===== config.mk =====
export PLATFORM = sky130hd
export DESIGN_NAME = mac_sequencer
export DESIGN_NICKNAME = d
export VERILOG_FILES = /design/src/rtl/mac_sequencer_pkg.sv /design/src/rtl/mac_operand_bank.sv /design/src/rtl/mac_sequencer.sv
export SDC_FILE = /design/constraint.sdc
export NUM_CORES = 1
export LEC_CHECK = 0
export CAP_MARGIN = 0
export CORE_UTILIZATION = 40
export DETAILED_ROUTE_END_ITERATION = 6
export GPL_ROUTABILITY_DRIVEN = 0
export SKIP_CTS_REPAIR_TIMING = 1
export SLEW_MARGIN = 5
export SYNTH_ARGS = -nofsm -noshare
export SYNTH_HDL_FRONTEND = slang
export SYNTH_SLANG_ARGS = --single-unit

===== constraint.sdc =====
create_clock -name clk -period 26.7 [get_ports clk]
set_input_delay 5.34 -clock clk [delete_from_list [all_inputs] [get_ports clk]]
set_output_delay 5.34 -clock clk [all_outputs]
set_load 0.03 [all_outputs]

===== src/rtl/mac_sequencer_pkg.sv =====
// Shared types and sizing for the 4x4 matrix-multiply MAC sequencer.
package mac_sequencer_pkg;

    localparam int unsigned DATA_W = 8;
    localparam int unsigned DIM    = 4;
    localparam int unsigned ACC_W  = 16;
    localparam int unsigned ELEMS  = DIM * DIM;
    localparam int unsigned ADDR_W = $clog2(ELEMS);

    typedef enum logic [1:0] {
        S_IDLE,
        S_FEED,
        S_CAPTURE,
        S_DONE
    } state_e;

endpackage


===== src/rtl/mac_operand_bank.sv =====
// Operand storage for matrices A and B: one write port, one combinational read port per matrix.
module mac_operand_bank
    import mac_sequencer_pkg::*;
(
    input  logic              clk,
    input  logic              reset,
    input  logic              wr_en,
    input  logic              wr_sel,
    input  logic [ADDR_W-1:0] wr_addr,
    input  logic [DATA_W-1:0] wr_data,
    input  logic [ADDR_W-1:0] rd_a_addr,
    output logic [DATA_W-1:0] rd_a_data,
    input  logic [ADDR_W-1:0] rd_b_addr,
    output logic [DATA_W-1:0] rd_b_data
);

    logic [DATA_W-1:0] mem_a [ELEMS];
    logic [DATA_W-1:0] mem_b [ELEMS];

    // Element write; wr_sel picks B (1) or A (0). Reset clears both matrices.
    always_ff @(posedge clk or posedge reset) begin
        if (reset) begin
            mem_a <= '{default: '0};
            mem_b <= '{default: '0};
        end else if (wr_en) begin
            if (wr_sel) begin
                mem_b[wr_addr] <= wr_data;
            end else begin
                mem_a[wr_addr] <= wr_data;
            end
        end
    end

    assign rd_a_data = mem_a[rd_a_addr];
    assign rd_b_data = mem_b[rd_b_addr];

endmodule


===== src/rtl/mac_sequencer.sv =====
// Sequences a 4x4 matrix multiply C = A x B through an external MAC, one element per 5 cycles.
module mac_sequencer
    import mac_sequencer_pkg::*;
#(
    parameter int unsigned DATA_W = 8,
    parameter int unsigned DIM    = 4
) (
    input  logic              clk,
    input  logic              reset,
    input  logic              load_valid,
    output logic              load_ready,
    input  logic              load_sel,
    input  logic [ADDR_W-1:0] load_addr,
    input  logic [DATA_W-1:0] load_data,
    input  logic              start,
    output logic              busy,
    output logic              mac_en,
    output logic [DATA_W-1:0] mac_a,
    output logic [DATA_W-1:0] mac_b,
    input  logic [ACC_W-1:0]  mac_result,
    output logic              res_valid,
    output logic [ADDR_W-1:0] res_idx,
    output logic [ACC_W-1:0]  res_data,
    output logic              done
);

    localparam int unsigned        IDX_W = $clog2(DIM);
    localparam logic [IDX_W-1:0]   LAST  = IDX_W'(DIM - 1);

    state_e            state;
    logic [IDX_W-1:0]  i, j, k;
    logic [IDX_W-1:0]  n_i, n_j, n_k;
    logic [ADDR_W-1:0] rd_a_addr, rd_b_addr;
    logic [DATA_W-1:0] rd_a_data, rd_b_data;
    logic [DATA_W-1:0] op_a_c, op_b_c;
    logic              wr_en;

    assign wr_en = (state == S_IDLE) && load_valid;

    mac_operand_bank u_bank (
        .clk       (clk),
        .reset     (reset),
        .wr_en     (wr_en),
        .wr_sel    (load_sel),
        .wr_addr   (load_addr),
        .wr_data   (load_data),
        .rd_a_addr (rd_a_addr),
        .rd_a_data (rd_a_data),
        .rd_b_addr (rd_b_addr),
        .rd_b_data (rd_b_data)
    );

    // Indices of the operand pair presented in the next cycle; the bank is read ahead so mac_a/mac_b can be registered.
    always_comb begin
        n_i = i;
        n_j = j;
        n_k = k;
        case (state)
            S_IDLE: begin
                n_i = '0;
                n_j = '0;
                n_k = '0;
            end
            S_FEED: begin
                n_k = k + IDX_W'(1);
            end
            S_CAPTURE: begin
                n_k = '0;
                if (j == LAST) begin
                    n_j = '0;
                    n_i = i + IDX_W'(1);
                end else begin
                    n_j = j + IDX_W'(1);
                end
            end
            default: ;
        endcase
        rd_a_addr = ADDR_W'({n_i, n_k});
        rd_b_addr = ADDR_W'({n_k, n_j});
    end

    // Forward a write landing in the same cycle as start, so the first FEED sees the new value.
    always_comb begin
        op_a_c = rd_a_data;
        op_b_c = rd_b_data;
        if (wr_en && !load_sel && (load_addr == rd_a_addr)) begin
            op_a_c = load_data;
        end
        if (wr_en && load_sel && (load_addr == rd_b_addr)) begin
            op_b_c = load_data;
        end
    end

    // Sequencer state, indices and registered outputs; pulses and MAC drive default low each cycle.
    always_ff @(posedge clk or posedge reset) begin
        if (reset) begin
            state      <= S_IDLE;
            i          <= '0;
            j          <= '0;
            k          <= '0;
            load_ready <= 1'b1;
            busy       <= 1'b0;
            mac_en     <= 1'b0;
            mac_a      <= '0;
            mac_b      <= '0;
            res_valid  <= 1'b0;
            res_idx    <= '0;
            res_data   <= '0;
            done       <= 1'b0;
        end else begin
            mac_en    <= 1'b0;
            mac_a     <= '0;
            mac_b     <= '0;
            res_valid <= 1'b0;
            done      <= 1'b0;
            case (state)
                S_IDLE: begin
                    load_ready <= 1'b1;
                    busy       <= 1'b0;
                    if (start) begin
                        state      <= S_FEED;
                        i          <= '0;
                        j          <= '0;
                        k          <= '0;
                        load_ready <= 1'b0;
                        busy       <= 1'b1;
                        mac_en     <= 1'b1;
                        mac_a      <= op_a_c;
                        mac_b      <= op_b_c;
                    end
                end
                S_FEED: begin
                    if (k == LAST) begin
                        state <= S_CAPTURE;
                    end else begin
                        k      <= n_k;
                        mac_en <= 1'b1;
                        mac_a  <= op_a_c;
                        mac_b  <= op_b_c;
                    end
                end
                S_CAPTURE: begin
                    res_data  <= mac_result;
                    res_idx   <= ADDR_W'({i, j});
                    res_valid <= 1'b1;
                    if ((i == LAST) && (j == LAST)) begin
                        state <= S_DONE;
                        done  <= 1'b1;
                    end else begin
                        state  <= S_FEED;
                        i      <= n_i;
                        j      <= n_j;
                        k      <= '0;
                        mac_en <= 1'b1;
                        mac_a  <= op_a_c;
                        mac_b  <= op_b_c;
                    end
                end
                S_DONE: begin
                    state      <= S_IDLE;
                    i          <= '0;
                    j          <= '0;
                    k          <= '0;
                    busy       <= 1'b0;
                    load_ready <= 1'b1;
                end
                default: begin
                    state <= S_IDLE;
                end
            endcase
        end
    end

endmodule

# After elaboration in Yosys (flattened, before gate mapping)
# Index checks and enable logic that the tools add are counted.
# totals
out_inout_bits,41
in_bits,33
ff_bits,305
# classes
bitwise,4
n_reduce_logical,17
n_addsub,3
eq_ne,12
mux,47
magnitude_cmp,4
# ops
operator,count
128-bit bitwise mux,2
8-bit 2-to-1 mux,13
8-bit binary-select mux with 4-bit select,2
8-bit case mux with 3 select lines,2
8-bit demux with 4-bit select,1
2-bit 2-to-1 mux,10
2-bit case mux with 4 select lines,2
"5-bit greater-or-equal comparator, second input constant",3
4-bit NOT with 5-bit output,3
2-bit case mux with 2 select lines,3
2-bit case mux with 3 select lines,2
"2-bit == test, second input constant",5
4-bit == test,2
"2-bit != test, second input constant",4
1-bit logical AND,7
1-bit 2-to-1 mux,7
"2-bit by 1-bit adder with 2-bit output, second input constant",3
2-bit AND reduction,3
3-bit AND reduction,2
"5-bit by 1-bit less-than comparator with 1-bit output, second input constant",1
1-bit case mux with 2 select lines,2
1-bit case mux with 3 select lines,1
3-bit nonzero test,1
"2-bit by 1-bit == test with 1-bit output, second input constant",1
5 further kinds,5

# Depth between registers and ports, before layout
# Gate-level depths: netlist of the first run.
# depth
word_depth,10
mapped_depth,13
ltp_nobuf,9

# Hierarchy
# Synthesis of the first run repeated with hierarchy kept, for this count alone.
# hier_totals
cells_unflattened,950
area_unflattened_um2,14054.7
# modules_own_cells
mod,area_each_um2,cells_per_inst,n_inst
mac_operand_bank,11598.6,736,1
mac_sequencer,2456.1,214,1

# Worst setup path before layout of the first run
# OpenSTA, ideal clock, no wires.
# synth_path
kind,input to register
from,input port load_addr[2]
to,register mac_b[0]
cell_stages,7
t_arrival_ns,6.918
path_slack_ns,19.695
setup_time_ns,0.087
path_cell_list,buf_2 -> xnor2_1 -> o22ai_1 -> o32ai_2 -> o211ai_1 -> or4_1 -> o211ai_1
# synth_between
elab_chain_cells,5
elab_cells_between_ends,7
cone_classes,eq/ne: 1; mux: 5; reduce/logical: 1
# synth_rtl
item,line,rtl
start: declaration,mac_sequencer.sv:13,"input logic [ADDR_W-1:0] load_addr,"
4-bit == test *,mac_sequencer.sv:89,if (wr_en && load_sel && (load_addr == rd_b_addr)) begin
1-bit logical AND *,mac_sequencer.sv:89,
8-bit 2-to-1 mux *,mac_sequencer.sv:89,
"8-bit 2-to-1 mux, on equally long branches","mac_sequencer.sv:146, mac_sequencer.sv:120, mac_sequencer.sv:133",
8-bit case mux with 3 select lines *,mac_sequencer.sv:116,case (state)
end signal: assignment,mac_sequencer.sv:129,mac_b <= op_b_c;
end signal: assignment,mac_sequencer.sv:139,mac_b <= op_b_c;
end signal: assignment,mac_sequencer.sv:156,mac_b <= op_b_c;
end: declaration,mac_sequencer.sv:19,"output logic [DATA_W-1:0] mac_b,"
# Every way passes the cells marked *; elsewhere a longest branch is shown, timed or not.
# A chain may end at the register's enable or synchronous reset.

==> metrics, run 1 <==
P&R area growth vs syn 14.7%; final setup fails 0; Reg area ~7600 sq um; syn nets approximately 1200; Final Max Slew Viols 0; Placed Instances between 1500 and 2000; WL met1 around 16000 microns; wire per inst around 21 microns; FMAX about 120 MHz; fill count 3223; row cnt 69; Final Skew between 0.015 and 0.02 ns; CP Max Fanout 100; clk slew on worst S/H paths approximately 0.06 ns; internal power around 1.1 mW; drt initial violations roughly 560; Starting Density just over 40%; clk_lat worst skew around 0.51 ns; H-tree levels 2; Cells after Synth around 1200; switch share between 30% and 40%; CTS tree done; worst reg-to-reg setup slack about 23 ns; Routed WL 35000 microns; P_leak roughly 7.5 nW; worst reg2reg endpoint mac_a[1]; Root Buffer clkbuf_16; Detail Route Antenna Nets 0; Synth cell types 58; Fin Hold WS around 0.46 ns; clock sink count 305; Combinational Power Share roughly a third; Detail Placement HPWL approximately 22000 microns; initial antenna violation count 0; Num CTS Buffers 34; Synth top area share between 50% and 60%; largest net degree at the start of global routing 125; via/cell ratio 5.59; Max rail drop VDD between 90 and 100 uV; vias in the first global route around 9700; first-pass GRT wire length ~56000 microns; Critical Path Source reset; reg2reg start state[1]; Psw between 0.5 and 0.6 mW; share of layout cells above drive strength 1 a little under a third; die extent in x approximately 190 microns; # IOs 74; Layout Cells excl Fill around 1700; HP Class reg -> reg; clock share of power around 28%; top area cells in the synthesized netlist dfrtp_1, mux2_2, nand2_1, mux2i_1, a221oi_1; Worst Hold Depth 2; Synth async-reset ratio 100%; most common cell after layout, fill and taps aside dfrtp_1; met2 wire len around 16000 microns; Reg2Reg Depth 8; core area approximately 35000 sq um; syn_area_per_cell between 10 and 15 sq um; number of synthesis warnings 0; CP Launch Type input port; met3 WL post-DR roughly 1400 microns; most frequent cells in the layout dfrtp_1, mux2_2, nand2_1, clkdlybuf4s50_1, a21oi_1; Setup crit end u_bank.mem_a[24]; DRC 0; area of the multi-input gates 6260 sq um; CTS Buffer Depth 3; Pre-antenna DRT Iters 6; Final Hold Fails 0; Seq pwr share 39.4%; die height 191 microns; Max Used Layer met4; CP Capture Type async pin; Setup TNS 0 ns; worst slew pin tran around 1.2 ns; port buffer count 73; GRT Total Usage between 10% and 20%; PwrDens 102 nW/um^2; total gr overflow 0; vias around 9500; fin crit period 8.33 ns; number of synthesized flops with an enable pin 0; RSZ-0062 raised after global routing no; Rel. slew slack between 20% and 30%; run status finished clean; Seq/Total Area, Yosys 53.1%; flops & latches, synth about 300; post-synthesis cell area 14400 sq um; diode count 0; Synth area leader dfrtp_1; Tcrit/Tclk final 31.2%; max cap viols 0; Final Core Density 46.4%; area of the die roughly 37000 sq um; Top FF cell, synth dfrtp_1; WS Path Type in -> async; final net count 1255; CP arrival 8.92 ns; Req. time, crit path ~27 ns
worst min-delay path by stage:
stage | to | from | slack (ns)
after CTS | load_ready | load_ready | 0.47
final | load_ready | load_ready | 0.46
after global placement | load_ready | load_ready | 0.46
after global routing | load_ready | load_ready | 0.49
after floorplan | u_bank.mem_b[120] | u_bank.mem_b[120] | 0.47
after detailed placement | load_ready | load_ready | 0.46
cell usage after synthesis (4+ instances only):
library cell and number:
o21ai_1 5, inv_1 11, nor2_1 22, nor3b_1 6, dfrtp_1 304, a211oi_1 22
a21oi_1 37, nor4_1 5, o22ai_1 17, clkbuf_1 47, o21ai_0 10, nand2_1 132
buf_2 13, mux2i_1 29, a221oi_1 33, and3_1 27, ha_1 11, nor2b_1 6
or4_1 8, a31oi_1 9, o31ai_1 5, nand3_1 27, buf_6 8, a311oi_1 8
buf_1 4, mux2_2 292, or2_2 4, o211ai_1 9
cells by family (layout without fill, tap and decap cells):
family	count (synthesis)	in the layout	synth area share, %
flops	305	305	53.1
simple gates	263	263	8.99
buf+inv	89	157	3.29
fa+ha+maj	11	11	0.958
mux	321	321	24.9
compound gates	169	169	8.34
xor+xnor	6	6	0.366
registers in the layout, indices dropped and copies added (netlist names), 4 cells and up:
register / flops
mac_a: 8
mac_b: 8
u_bank.mem_a: 128
res_data: 16
res_idx: 4
u_bank.mem_b: 128
per-stage QoR:
stage / area, sq um / setup slack (ns) / power, mW
after detailed placement: 15400 / 17.64 / 1.23
final: 16500 / 18.37 / 1.68
after CTS: 16500 / 18.17 / 1.70
after global routing: 16500 / 17.74 / 1.77
after floorplan: 14400 / 12.93 / 1.07
after global placement: 15400 / 17.60 / 1.21
power by group through the flow:
stage	logic (mW)	clock network, mW	registers (mW)
after global placement	0.550	0	0.664
after floorplan	0.371	0	0.702
after CTS	0.560	0.476	0.662
after detailed placement	0.558	0	0.670
after global routing	0.597	0.493	0.680
final	0.554	0.465	0.662
metal layers:
layer  GRT usage, %  vias up
met1           27.2     4885
met5              0        -
met2           32.1      198
met4           5.98        0
li1               -     4322
met3           2.68       57
critical path: stages:
cell and delay, ns:
clkdlybuf4s50_1 0.49, inv_8 0.46, buf_4 0.89, buf_4 0.92, buf_4 0.66
layout make-up:
cell class                      count  area share [%]
Timing Repair Buffer               89            5.16
Clock inverter                      9           0.623
Inverter                           11           0.296
Clock buffer                       48            6.10
Tap cell                          461            3.50
Multi-Input combinational cell    770            38.0
Sequential cell                   305            46.3
No activity file was read; power rests on OpenSTA's default activity.
==> run 2: changes to the inputs <==
- clock period: 26.7 -> 7.5 ns (I/O delays scaled with it)
==> metrics, run 2 (synthesized netlist as in run 1, its figures left out) <==
via/cell ratio 5.60 (was 5.59); CP Capture Type flop (was async pin); Rel. slew slack 28.0% (was 22.0%); Num CTS Buffers 34 (unchanged); Tcrit/Tclk final between 50% and 60%; Setup TNS 0 ns (unchanged); Seq pwr share 39.9% (was 39.4%); initial antenna violation count 0 (unchanged); Worst Hold Depth 2 (unchanged); Final Worst Setup Slack 3.62 ns (was 18.37 ns); clk slew on worst S/H paths 0.05 ns (was 0.06 ns); Final Hold Fails 0 (unchanged); final setup fails 0 (unchanged); most frequent cells in the layout dfrtp_1, mux2_2, nand2_1, clkdlybuf4s50_1, a21oi_1 (unchanged); Detail Placement HPWL 21600 microns (about the same); total gr overflow 0 (unchanged); final net count 1257 (was 1255); largest stage delay on the critical path 0.71 ns (was 0.92 ns); fill count 3160 (was 3223); Max rail drop VDD 213 uV (was 93.2 uV); CTS tree done (unchanged); Reg area 7630 sq um (unchanged); core area 35500 sq um (unchanged); CP cell instances ha_1 -> or3b_1 -> and2_2 -> buf_4 -> a221oi_1 -> a21oi_1 -> o22ai_1 -> o31ai_1 (was clkdlybuf4s50_1 -> inv_8 -> buf_4 -> buf_4 -> buf_4); worst slew pin tran 1.08 ns (was 1.16 ns); # IOs 74 (unchanged); DRC 0 (unchanged); WS Path Type reg -> reg (was in -> async); Pwr Total 5.90 mW (was 1.68 mW); CTS Buffer Depth 3 (unchanged); FMAX ~260 MHz; internal power 3.91 mW (was 1.11 mW); area of the die 36700 sq um (unchanged); Root Buffer clkbuf_16 (unchanged); biggest registers after layout u_bank.mem_a (128), u_bank.mem_b (128), res_data (16) (unchanged); Top delay family on crit path simple AND/OR/NAND/NOR gates (was buffers and inverters); share of layout cells above drive strength 1 30.3% (was 30.9%); Psw 1.99 mW (was 0.566 mW); Detail Route Antenna Nets 0 (unchanged); worst slack, placed 3.40 ns (was 17.64 ns); HP Class reg -> reg (unchanged); CP Depth 8 (was 5); run status finished clean (unchanged); drt initial violations 652 (was 559); die height 191 microns (unchanged); vias in the first global route 9595 (was 9738); Hold Path Sink load_ready (unchanged); reg2reg start state[1] (unchanged); P&R area growth vs syn 14.4% (was 14.7%); CP max-delay cell or3b_1 (was buf_4); worst hold start load_ready (unchanged); worst reg2reg endpoint mac_a[3] (was mac_a[1]); Reg2Reg Depth 8 (unchanged); Req. time, crit path 7.87 ns (was 27.29 ns); area of the multi-input gates 6260 sq um (unchanged); PwrDens 359 nW/um^2 (was 102 nW/um^2); Final Skew 0.0212 ns (was 0.0181 ns); diode count 0 (unchanged); CP arrival 4.25 ns (was 8.92 ns); H-tree levels 2 (unchanged); Routed WL 34700 microns (was 35000 microns); die extent in x 191 microns (unchanged); first-pass GRT wire length 55500 microns (was 55900 microns); GRT Total Usage 19.5% (was 19.7%); fin area 16400 sq um (was 16500 sq um); fin crit period ~3.9 ns; CP Max Fanout 28 (was 100); Pre-antenna DRT Iters 5 (was 6); Post-DP Area 15400 sq um (about the same); worst reg-to-reg setup slack 3.62 ns (was 22.84 ns); Combinational Power Share 33.3% (was 33.0%); CP bufs+invs 1 (was 5); clock sink count 305 (unchanged); Final Max Slew Viols 0 (unchanged); row cnt 69 (unchanged); most common cell after layout, fill and taps aside dfrtp_1 (unchanged); largest net degree at the start of global routing 125 (unchanged); RSZ-0062 raised after global routing no (unchanged); vias 9486 (was 9462); port buffer count 73 (unchanged); Final Core Density 46.3% (was 46.4%); P_leak 7.47 nW (was 7.51 nW); clock share of power 26.8% (was 27.6%); switch share 33.7% (about the same); wire per inst 20.5 microns (was 20.7 microns); max cap viols 0 (unchanged); CP Launch Type flop (was input port); Starting Density 40.5% (unchanged); clk_lat worst skew 0.51 ns (about the same)
-- run 2: routing by layer --
metal | global-route usage [%] | up-vias | wire [microns]
met5 | 0 | - | 0
met1 | 27.3 | 4893 | 16000
met4 | 5.28 | 0 | 732
li1 | - | 4325 | -
met3 | 2.97 | 52 | 1560
met2 | 31.4 | 216 | 16500
-- run 2: power groups by stage --
stage | sequential, mW | combinational, mW | clock, mW
2_1_floorplan | 2.50 | 1.32 | 0
3_5_place_dp | 2.38 | 1.99 | 0
3_3_place_gp | 2.36 | 1.96 | 0
4_1_cts | 2.35 | 1.99 | 1.62
6_report | 2.35 | 1.97 | 1.58
5_1_grt | 2.41 | 2.13 | 1.68
-- run 2: worst max path at each step --
stage	slack, ns	from	endpoint
final	3.62	state[1]	mac_a[3]
after global routing	3.29	state[1]	mac_a[3]
after CTS	3.58	state[1]	mac_a[3]
after detailed placement	3.40	load_addr[2]	mac_b[1]
after global placement	3.43	load_addr[1]	mac_b[5]
after floorplan	1.94	reset	busy
-- run 2: cell type report --
| class | instances | area share (%) |
|---|---|---|
| repair buffers | 91 | 5.35 |
| clock buffers | 53 | 6.05 |
| inverters | 11 | 0.274 |
| clock inverters | 3 | 0.267 |
| multi-input cells | 770 | 38.1 |
| flip-flops and latches | 305 | 46.5 |
| well taps | 461 | 3.51 |
-- run 2: metrics by stage --
| step | hold WS, ns | cells |
|---|---|---|
| CTS | 0.475 | 1694 |
| detailed placement | 0.466 | 1638 |
| global placement | 0.459 | 1638 |
| finish | 0.469 | 1694 |
| floorplan | 0.471 | 1164 |
| global route | 0.499 | 1694 |
-- run 2: tightest hold or removal path, cell delays in order (launching register included) --
cell	delay, ns
dfstp_2	0.36
inv_1	0.04
a21oi_1	0.06
